`src/rtl/job_dispatcher_pkg.sv`:
```
// Shared types and constants for the job dispatcher slice.
// Holds the FSM state encoding and the job field widths.
package dispatch_pkg;

  localparam int X_W         = 8;
  localparam int ON_W        = 2;
  localparam int JOB_W       = X_W + ON_W;
  localparam int DEF_TIMEOUT = 64;

  typedef enum logic [1:0] {
    IDLE      = 2'd0,
    ISSUE     = 2'd1,
    WAIT_ACT  = 2'd2,
    WAIT_DONE = 2'd3
  } state_t;

endpackage

```
`src/rtl/job_dispatcher_fifo.sv`:
```
// job_fifo: DEPTH x W job buffer with wrapping pointers and an occupancy count.
// The caller guarantees that push only happens below full and pop only happens when non-empty.
module job_fifo #(
  parameter int DEPTH = 4,
  parameter int W     = 10
) (
  input  logic                   clk,
  input  logic                   rst,
  input  logic                   push,
  input  logic                   pop,
  input  logic [W-1:0]           wdata,
  output logic [W-1:0]           rdata,
  output logic [$clog2(DEPTH):0] level
);

  localparam int PW = $clog2(DEPTH);
  localparam int LW = PW + 1;

  logic [W-1:0]  mem [DEPTH];
  logic [PW-1:0] wr_ptr;
  logic [PW-1:0] rd_ptr;

  // Pointers wrap naturally because DEPTH is a power of two.
  always_ff @(posedge clk or negedge rst) begin
    if (!rst) begin
      wr_ptr <= '0;
      rd_ptr <= '0;
      level  <= '0;
    end else begin
      if (push) wr_ptr <= wr_ptr + PW'(1);
      if (pop)  rd_ptr <= rd_ptr + PW'(1);
      case ({push, pop})
        2'b10:   level <= level + LW'(1);
        2'b01:   level <= level - LW'(1);
        default: level <= level;
      endcase
    end
  end

  always_ff @(posedge clk) begin
    if (push) mem[wr_ptr] <= wdata;
  end

  assign rdata = mem[rd_ptr];

endmodule

```
`src/rtl/job_dispatcher.sv`:
```
// job_dispatcher: queues jobs and hands them one at a time to the main unit via a start/active handshake.
// Define JOB_TIMEOUT_EN to add a wait-state timeout that aborts the job and raises a sticky err.
module job_dispatcher
  import dispatch_pkg::*;
#(
  parameter int DEPTH   = 4,
  parameter int TIMEOUT = DEF_TIMEOUT
) (
  input  logic                   clk,
  input  logic                   rst,
  input  logic                   in_valid,
  output logic                   in_ready,
  input  logic [X_W-1:0]         in_x,
  input  logic [ON_W-1:0]        in_on,
  output logic [X_W-1:0]         x,
  output logic [ON_W-1:0]        on,
  output logic                   start,
  input  logic                   active,
  output logic                   busy,
  output logic [$clog2(DEPTH):0] level,
  output logic [7:0]             done_cnt,
  output logic                   err
);

  localparam int LW = $clog2(DEPTH) + 1;

  state_t           state;
  state_t           next_state;
  logic             push;
  logic             pop;
  logic             done_inc;
  logic             tmo;
  logic [JOB_W-1:0] head;

  assign in_ready = (level < LW'(DEPTH));
  assign push     = in_valid & in_ready;

  job_fifo #(
    .DEPTH (DEPTH),
    .W     (JOB_W)
  ) u_fifo (
    .clk   (clk),
    .rst   (rst),
    .push  (push),
    .pop   (pop),
    .wdata ({in_x, in_on}),
    .rdata (head),
    .level (level)
  );

  always_comb begin
    next_state = state;
    pop        = 1'b0;
    done_inc   = 1'b0;
    case (state)
      IDLE: begin
        if ((level != '0) && !active) begin
          next_state = ISSUE;
          pop        = 1'b1;
        end
      end
      ISSUE:    next_state = WAIT_ACT;
      WAIT_ACT: begin
        if (active)   next_state = WAIT_DONE;
        else if (tmo) next_state = IDLE;
      end
      WAIT_DONE: begin
        if (!active) begin
          next_state = IDLE;
          done_inc   = 1'b1;
        end else if (tmo) begin
          next_state = IDLE;
        end
      end
      default: next_state = IDLE;
    endcase
  end

  assign start = (state == ISSUE);
  assign busy  = (state != IDLE);

  // x/on keep the last popped job until the next pop, even while idle.
  always_ff @(posedge clk or negedge rst) begin
    if (!rst) begin
      state    <= IDLE;
      x        <= '0;
      on       <= '0;
      done_cnt <= '0;
    end else begin
      state <= next_state;
      if (pop)      {x, on}  <= head;
      if (done_inc) done_cnt <= done_cnt + 8'd1;
    end
  end

`ifdef JOB_TIMEOUT_EN
  localparam int TW = $clog2(TIMEOUT + 1);

  logic [TW-1:0] wait_cnt;

  assign tmo = (wait_cnt == TW'(TIMEOUT - 1));

  // Counter restarts on every state change, so each wait state gets its own TIMEOUT budget.
  always_ff @(posedge clk or negedge rst) begin
    if (!rst) begin
      wait_cnt <= '0;
      err      <= 1'b0;
    end else begin
      if (next_state != state) wait_cnt <= '0;
      else                     wait_cnt <= wait_cnt + TW'(1);
      if (tmo && (((state == WAIT_ACT) && !active) || ((state == WAIT_DONE) && active)))
        err <= 1'b1;
    end
  end
`else
  // No timeout in this build: tmo is constant false and the wait states block indefinitely.
  assign tmo = (TIMEOUT < 0);
  assign err = 1'b0;
`endif

endmodule

```
`config.mk`:
```
export PLATFORM = sky130hd
export DESIGN_NAME = job_dispatcher
export DESIGN_NICKNAME = d
export VERILOG_FILES = /design/src/rtl/job_dispatcher_pkg.sv /design/src/rtl/job_dispatcher_fifo.sv /design/src/rtl/job_dispatcher.sv
export SDC_FILE = /design/constraint.sdc
export NUM_CORES = 1
export LEC_CHECK = 0
export CAP_MARGIN = 40
export CORE_UTILIZATION = 45
export DETAILED_ROUTE_END_ITERATION = 8
export PLACE_DENSITY_LB_ADDON = 0.3
export SYNTH_ARGS = -nofsm -noshare
export SYNTH_HDL_FRONTEND = slang
export SYNTH_SLANG_ARGS = --single-unit
```
`constraint.sdc`:
```
create_clock -name clk -period 6.8 [get_ports clk]
set_input_delay 1.36 -clock clk [delete_from_list [all_inputs] [get_ports clk]]
set_output_delay 1.36 -clock clk [all_outputs]
set_load 0.03 [all_outputs]
```
; ---- After elaboration in Yosys (flattened, before gate mapping)
; Memories as Yosys holds them, arrays and structs flattened. A register that Yosys moved wholly into a read port is not among the register bits.
; Cells that the tools add are included.
[word_totals]
in_bits = 14
reg_bits = 17
mem_bits_rw = 40
word_cells = 40
output_inout_bits = 25
memories = 1
[memory_table]
columns = name, depth, width, read_ports, rd_ports_with_merged_regs, write_ports, line
row1 = u_fifo.mem, 4, 10, 1, 1, 1, job_dispatcher_fifo.sv:19  ; logic [W-1:0] mem [DEPTH];
[classes]
n_eq_ne = 8
addsub = 5
muxes = 11
magnitude_cmp = 1
bitwise_logic = 1
n_reduce_logical = 8
[op_table]
columns = cell, n
row1 = $add 8x1->8 const B, 1
row2 = $pmux 2 s4, 1
row3 = $eq 2x2->1 const B, 3
row4 = $mux 1, 6
row5 = $mux 2, 3
row6 = $ne 2x2->1 const B, 3
row7 = $pmux 3 s2, 1
row8 = $add 2x1->2 const B, 2
row9 = $eq 2x1->1 const B, 2
row10 = $reduce_bool 2->1, 2
row11 = $add 3x1->3 const B, 1
row12 = $lt 3x3->1 const B, 1
row13 = $reduce_and 3->1, 1
row14 = $reduce_bool 3->1, 1
row15 = $sub 3x1->3 const B, 1
row16 = $logic_not 1->1, 2
row17 = $logic_not 2->1, 1
row18 = $and 1x1->1, 1
row19 = $logic_and 1x1->1, 1

; ---- Logic depth before layout (Yosys ltp)
; Gate-level depths: netlist of the first run.
[logic_depth]
depth_word = 6
ltp_mapped = 11

; ---- By module
; From an unflattened synthesis of the first run, not the netlist that was laid out.
[unflattened]
hier_cells = 159
hier_area_um2 = 2812.7
[modules_own_cells]
columns = mod, area_each_um2, seq_area_each_um2, instances, cells_per_inst
row1 = job_fifo, 1834.3, 1376.3, 1, 86
row2 = job_dispatcher, 978.4, 500.5, 1, 73

; ---- Worst setup path before layout of the first run
; OpenSTA, ideal clock, no wires.
[synth_path]
path_type = input to register
start = input active
end = register u_fifo.level[2]
stages = 8
t_arrival_ns = 2.740
n_path_buf = 1
setup_slack_ns = 3.928
path_cell_list = nor3_2 buf_4 ha_1 inv_1 fa_1 xor2_1 nor2_1 xnor2_1
[synth_between]
elab_chain_cells = 6
elab_cells_between_ends = 8
[synth_rtl]
columns = element, line
row1 = start: declaration, job_dispatcher.sv:18  ; input logic active,
row2 = $logic_not 1->1 (*), -
row3 = $logic_and 1x1->1 (*), job_dispatcher.sv:57  ; if ((level != '0) && !active) begin
row4 = $mux 1 (*), job_dispatcher.sv:57
row5 = $mux 1 (*), job_dispatcher.sv:55  ; case (state)
row6 = named net pop, job_dispatcher.sv:30  ; logic pop;
row7 = $eq 2x1->1 / $eq 2x2->1 (equally long branches), job_dispatcher_fifo.sv:32  ; case ({push, pop})
row8 = $pmux 3 s2 / $reduce_bool 2->1 (equally long branches), -
row9 = end signal: assignment, job_dispatcher_fifo.sv:33  ; 2'b10: level <= level + LW'(1);
row10 = end signal: assignment, job_dispatcher_fifo.sv:34  ; 2'b01: level <= level - LW'(1);
row11 = end signal: assignment, job_dispatcher_fifo.sv:35  ; default: level <= level;
row12 = end: declaration, job_dispatcher_fifo.sv:13  ; output logic [$clog2(DEPTH):0] level
; Mark *: on every way through the listed nets, which the timed path passes. The rest lies on a longest branch.
; A chain may end at the register's enable or synchronous reset.

; ---- Final worst setup path of the first run
[layout_path]
start = register state[0]
end = output busy
[layout_between]
elab_chain_cells = 1
[layout_rtl]
columns = element, line
row1 = start: declaration, job_dispatcher.sv:27  ; state_t state;
row2 = start signal: assignment, job_dispatcher.sv:90  ; state <= next_state;
row3 = $reduce_bool 2->1, job_dispatcher.sv:80  ; assign busy = (state != IDLE);
row4 = end: declaration, job_dispatcher.sv:19  ; output logic busy,
; No other way between the ends.

==> results of run 1 <==
-- layer usage --
metal | global-route usage, % | vias to the layer above | wire, um
met5 | 0 | - | 0
met3 | 4.11 | 11 | 206
met1 | 21.1 | 743 | 2050
met4 | 8.57 | 0 | 100
li1 | - | 687 | -
met2 | 26.5 | 41 | 2410
-- how the worst max path moves through the flow --
stage,end,slack [ns],cells past startpoint
CTS,busy,3.48,4
finish,busy,3.51,4
global route,u_fifo.level[2]$_DFFE_PN0P_,3.38,9
detailed placement,u_fifo.level[2]$_DFFE_PN0P_,3.18,9
floorplan,u_fifo.level[2]$_DFFE_PN0P_,3.93,8
global placement,u_fifo.level[2]$_DFFE_PN0P_,3.32,9
-- cell type report --
| cell class | count | area share (%) |
|---|---|---|
| Sequential cell | 67 | 53.9 |
| Multi-Input combinational cell | 78 | 25.4 |
| Timing Repair Buffer | 39 | 11.1 |
| Clock buffer | 9 | 3.56 |
| Tap cell | 75 | 2.69 |
| Clock inverter | 7 | 2.16 |
| Inverter | 12 | 1.29 |
-- worst reg2reg max path: stages (launching register included) --
cell	delay, ns
dfrtp_1	0.43
inv_1	0.13
ha_1	0.24
inv_1	0.10
nor3_2	0.16
buf_4	0.28
ha_1	0.23
inv_1	0.06
fa_1	0.37
xor2_1	0.15
nor2_1	0.11
xnor2_1	0.14
-- synth_stat cells (all sizes together) --
| cell type | n |
|---|---|
| and2 | 4 |
| or4b | 1 |
| o211ai | 1 |
| nand2 | 3 |
| o21ai | 2 |
| nor3 | 3 |
| a211oi | 1 |
| xor2 | 4 |
| fa | 1 |
| mux2i | 1 |
| dfrtp | 27 |
| nor2b | 2 |
| and4b | 1 |
| nand4 | 4 |
| nor4b | 2 |
| and3 | 1 |
| edfxtp | 40 |
| conb | 1 |
| clkbuf | 1 |
| nor2 | 1 |
| buf | 4 |
| mux4 | 10 |
| xnor2 | 9 |
| inv | 12 |
| mux2 | 12 |
| a211o | 1 |
| a21oi | 1 |
| o22ai | 1 |
| ha | 11 |
-- power breakdown --
| part | internal [uW] | switching [uW] | leakage (uW) |
|---|---|---|---|
| clock network | 172 | 161 | 0.000104 |
| logic | 302 | 294 | 0.000552 |
| registers | 540 | 103 | 0.000692 |
| total | 1010 | 558 | 0.00135 |
-- metrics by stage --
step                cell area, um^2  worst slack [ns]  power (uW)
global placement               3280              3.32        1230
global route                   3480              3.38        1660
detailed placement             3280              3.18        1260
CTS                            3480              3.48        1590
floorplan                      2840              3.93        1050
finish                         3480              3.51        1570
-- sequential cells by signal (all words and copies together) (netlist names) --
name	count
on	2
state	2
x	8
u_fifo.level	3
u_fifo.rd_ptr	2
u_fifo.wr_ptr	2
u_fifo.mem	40
done_cnt	8
-- cells by family (layout without fill, tap and decap cells) --
family / after synthesis / count (layout)
AOI/OAI and AO/OA: 7 / 7
muxes: 23 / 23
other: 1 / 1
adders and majority gates: 12 / 12
xor gates and xnor gates: 13 / 13
DFF: 67 / 67
buffers and inverters: 17 / 67
and+or+nand+nor: 22 / 22
==> summary.md, run 1 <==
| Metric | Value |
|---|---|
| Fraction of final layout cells with drive strength greater than 1 | roughly a fifth |
| Crit path max-delay family | buffers and inverters |
| Yosys top cell area share | 42.3% |
| Cts bufs inserted | 9 |
| Worst hold path cell count | 1 |
| Post-synthesis cell area | between 2000 and 3000 um^2 |
| Vias | around 1500 |
| Min Tclk post-route | 3.29 ns |
| Crit-path most repeated cell | inv_1 |
| Vias in the first global route | between 1500 and 2000 |
| Outcome | finished clean |
| Cts hold-fix bufs | 0 |
| Setup tns final | 0 ns |
| Initial Util | between 40% and 50% |
| CTS tree | yes |
| Maximum vdd ir drop | approximately 0.00024 V |
| Placed cells | between 200 and 300 |
| Cell variety after synth | 35 |
| Die area | between 6000 and 7000 um^2 |
| Crit-path cells | inv_1, ha_1, inv_1, clkdlybuf4s50_1 |
| Final period utilization | approximately half |
| Worst setup path start | state[0]$_DFFE_PN0P_ |
| Clock sink total | 67 |
| Fin util | between 50 and 60% |
| Total Routed Length | between 4000 and 5000 um |
| Vias per cell | slightly above 5 |
| Top cells by area, synth | edfxtp_1 42%, dfrtp_1 24%, mux4_2 6.3% |
| Syn Nets | 188 |
| # DRC | 0 |
| #FFs+latches synth | 67 |
| Largest fanout on the critical path | 5 |
| Count of final hold-check violations | 0 |
| Total grt overflow | 0 |
| Most common cell after layout, fill and taps aside | edfxtp_1 |
| Reg2Reg Depth | 11 |
| RR Startpoint | state[0]$_DFFE_PN0P_ |
| Max incr delay on CP | 0.68 ns |
| First-pass GRT wire length | 7780 um |
| Adder-cell share of the synthesized area | under 10% |
| Worst reg2reg setup slack | ~4.3 ns |
| Remaining antenna violation count after routing | 0 |
| Num rows | 28 |
| Lkg Pwr | ~0.0013 uW |
| I/O Buffers | 37 |
| Gr usage total | between 15 and 20% |
| Post-CTS Resized | 0 |
| Top-level port count | 39 |
| Area grow syn2layout | 22.6% |
| Core box area | 5990 um^2 |
| Slew headroom | 54.1% |
| Worst Path Buf+Inv | 3 |
| Hold Slack | roughly 0.48 ns |
| Root Driver | clkbuf_8 |
| Largest net degree at the start of global routing | 28 |
| Worst Tran Pin Value | 0.689 ns |
| Compound-Gate Fraction of Synth Area | 1.76% |
| Postcts setup bufs | 0 |
| Synthesis Warnings | 0 |
| Drt initial violations | 101 |
| Max Cap Viol | 0 |
| Synth Instances | approximately 160 |
| Hold_sp | done_cnt[7]$_DFFE_PN0P_ |
| Worst skew pair latency | between 0.3 and 0.4 ns |
| CTS H-tree depth | 3 |
| Post-DP HPWL | 3270 um |
| Largest family of logic cells by synthesized area | multiplexers |
| Register area | around 1900 um^2 |
| RSZ-0062 raised after global routing | false |
| Most frequent cells in the layout | 40 x edfxtp_1, 37 x clkdlybuf4s50_1, 27 x dfrtp_1 |
| Fmax | between 300 and 400 MHz |
| Synth Area in Simple Gates | ~5.3% |
| Worst clock skew | 0.00833 ns |
| Worst EP required | between 5 and 6 ns |
| Reg clk slew, reported paths | ~0.070 ns |
| Hold WC Path Type | flip-flop to flip-flop |
| FILL cells | approximately 450 |
| Initial antenna violation count | 0 |
| Final setup vio count | 0 |
| WL per Instance | about 17 um |
| CP max stage cell | clkdlybuf4s50_1 |
| Die W | 81.4 um |
| Synth Area in XOR/XNOR | under 10% |
| Crit. End Element | output pin |
| Die Height | slightly above 80 um |
| Cell taking the most area after synthesis | edfxtp_1 |
| Data arrival time of the critical path | 1.93 ns |
| Syn Area/Cell | ~18 um^2 |
| Deepest clock path buffer count | 2 |
| 1st-pass router iterations | 4 |
| CP Launch Type | flip-flop |
| Critical path type | flip-flop to output pin |
| Nets | roughly 230 |
| Worst hold endpoint | done_cnt[7]$_DFFE_PN0P_ |
| Fin. max-slew vios | 0 |
| Sequential cell area fraction in the yosys report | around two thirds |
| Multiplexer share of the synthesized area | ~14% |
| FF-to-FF End | u_fifo.level[2]$_DFFE_PN0P_ |
| Multi-input logic area | just under 900 um^2 |
| Finished Layout Cells | approximately 290 |
| GPL Wtd Cong | between 0.7 and 0.8 |
| Power Dens Cells | 451 nW/um^2 |
| Ant. Diodes | 0 |
Note: power is estimated with default switching activity, not from simulation.
==> run 2: changes to the inputs <==
Clock period 6.8 ns to 3.2 ns, I/O delays scaled along.
==> summary.md, run 2 (same netlist as run 1, synthesis figures left out) <==
| Metric | Value |
|---|---|
| Slew headroom | 53.2% (-0.86 points) |
| Outcome | finished clean |
| Final setup vio count | 0 (unchanged) |
| Worst EP required | 2.56 ns (-2.88 ns) |
| Worst Tran Pin Value | 0.702 ns (+0.0130 ns) |
| Crit-path cells | inv_1, ha_1, inv_1, clkdlybuf4s50_1 |
| Vias per cell | 5.34 (+3.5%) |
| Initial Util | 47.4% (unchanged) |
| Cts bufs inserted | 9 (unchanged) |
| Largest net degree at the start of global routing | 28 (unchanged) |
| Data arrival time of the critical path | 1.94 ns (about the same) |
| Lkg Pwr | 0.00134 uW (-0.60%) |
| Maximum vdd ir drop | 0.000502 V (+110%) |
| Vias | 1534 (+3.5%) |
| Crit. End Element | output pin |
| Min Tclk post-route | 2.58 ns |
| Setup tns final | 0 ns (unchanged) |
| Most common cell after layout, fill and taps aside | edfxtp_1 |
| 1st-pass router iterations | 6 (+2) |
| Worst setup path start | state[0]$_DFFE_PN0P_ |
| Deepest clock path buffer count | 2 (unchanged) |
| Total grt overflow | 0 (unchanged) |
| Total Routed Length | 4920 um (+3.4%) |
| Nets | 233 (unchanged) |
| Final period utilization | 80.5% |
| Remaining antenna violation count after routing | 0 (unchanged) |
| Largest fanout on the critical path | 5 (unchanged) |
| Cts hold-fix bufs | 0 (unchanged) |
| Fraction of final layout cells with drive strength greater than 1 | 19.3% (unchanged) |
| Crit path max-delay family | buffers and inverters |
| Power Dens Cells | 964 nW/um^2 (+110%) |
| Initial antenna violation count | 0 (unchanged) |
| Worst clock skew | 0.00641 ns (-0.00192 ns) |
| Drt initial violations | 88 (-13%) |
| Die area | 6630 um^2 (unchanged) |
| Most flops, register | u_fifo.mem |
| Top-level port count | 39 (unchanged) |
| First-pass GRT wire length | 7720 um (-0.80%) |
| RR Startpoint | state[0]$_DFFE_PN0P_ |
| Count of final hold-check violations | 0 (unchanged) |
| Number of flip-flops in the largest register | 40 (unchanged) |
| Area grow syn2layout | 22.7% (about the same) |
| Ant. Diodes | 0 (unchanged) |
| Fin. max-slew vios | 0 (unchanged) |
| # DRC | 0 (unchanged) |
| CTS H-tree depth | 3 (unchanged) |
| Reg clk slew, reported paths | 0.07 ns (about the same) |
| Max incr delay on CP | 0.69 ns (about the same) |
| Die Height | 81.4 um (unchanged) |
| Die W | 81.4 um (unchanged) |
| FILL cells | 447 (+0.45%) |
| Postcts setup bufs | 0 (unchanged) |
| Post-CTS Resized | 0 (unchanged) |
| Num rows | 28 (unchanged) |
| GPL Wtd Cong | 0.753 (+1.6%) |
| Gr usage total | 16.8% (+0.16 points) |
| Fmax | 388 MHz |
| Max Cap Viol | 0 (unchanged) |
| CP Launch Type | flip-flop |
| Crit-path most repeated cell | inv_1 |
| Core box area | 5990 um^2 (unchanged) |
| Clock sink total | 67 (unchanged) |
| I/O Buffers | 37 (unchanged) |
| Hold WC Path Type | flip-flop to flip-flop |
| Worst skew pair latency | 0.34 ns (about the same) |
| Critical path type | flip-flop to output pin |
| Worst Path Buf+Inv | 3 (unchanged) |
| WL per Instance | 17.2 um (+3.4%) |
| Most frequent cells in the layout | 40 x edfxtp_1, 37 x clkdlybuf4s50_1, 27 x dfrtp_1 |
| Hold_sp | done_cnt[7]$_DFFE_PN0P_ |
| CTS tree | yes |
| Root Driver | clkbuf_8 |
| RSZ-0062 raised after global routing | false |
| Total power | 3360 uW (+110%) |
| Vias in the first global route | 1557 (+0.39%) |
| Largest registers | u_fifo.mem: 40 flops, done_cnt: 8 flops, x: 8 flops |
| Post-DP HPWL | 3400 um (+3.8%) |
| CP max stage cell | clkdlybuf4s50_1 |
## run 2: worst paths after layout
path                                                     to  slack (ns)  cells past startpoint
min in group asynchronous           done_cnt[2]$_DFFE_PN0P_        0.68                      2
max in group asynchronous              state[0]$_DFFE_PN0P_        2.25                      2
worst max-delay path                                   busy        0.62                      4
worst min-delay path                done_cnt[7]$_DFFE_PN0P_        0.49                      1
worst min register to register      done_cnt[7]$_DFFE_PN0P_        0.49                      1
worst max register to register  u_fifo.level[2]$_DFFE_PN0P_        0.94                     10
## run 2: worst register-to-register path, stage by stage, from the launching register on
cell and delay (ns):
dfrtp_1 0.43, inv_1 0.13, ha_1 0.24, inv_1 0.10, nor3_2 0.22, ha_1 0.23, inv_1 0.06, fa_1 0.37
xor2_1 0.15, nor2_1 0.11, xnor2_1 0.14
## run 2: where the power goes
group	switching, uW	internal [uW]	total [uW]
Clock	334	365	699
Combinational	647	645	1290
Sequential	223	1150	1370
Total	1200	2160	3360
## run 2: metal layers
layer,vias up,track usage [%],routed length (um)
met5,-,0,0
li1,689,-,-
met3,13,4.33,224
met1,773,20.4,2100
met4,0,8.93,110
met2,59,27.5,2490
## run 2: layout make-up
type / instances / area, um^2 / area share (%)
timing repair buffer: 39 / 385 / 11.1
sequential: 67 / 1880 / 53.9
tap: 75 / 93.8 / 2.69
clock buffer: 9 / 124 / 3.55
clock inverter: 7 / 76.3 / 2.19
multi-input combinational: 78 / 883 / 25.4
inverter: 12 / 45.0 / 1.29
## run 2: per-stage QoR
stage / setup slack [ns] / area [um^2] / utilization (%) / hold WS (ns) / cells
detailed placement: 0.556 / 3280 / 54.8 / 0.475 / 271
global route: 0.475 / 3480 / 58.2 / 0.521 / 287
global placement: 0.650 / 3280 / 54.8 / 0.464 / 271
floorplan: 0.789 / 2840 / - / 0.344 / 162
CTS: 0.611 / 3480 / 58.2 / 0.489 / 287
finish: 0.624 / 3480 / 58.2 / 0.485 / 287
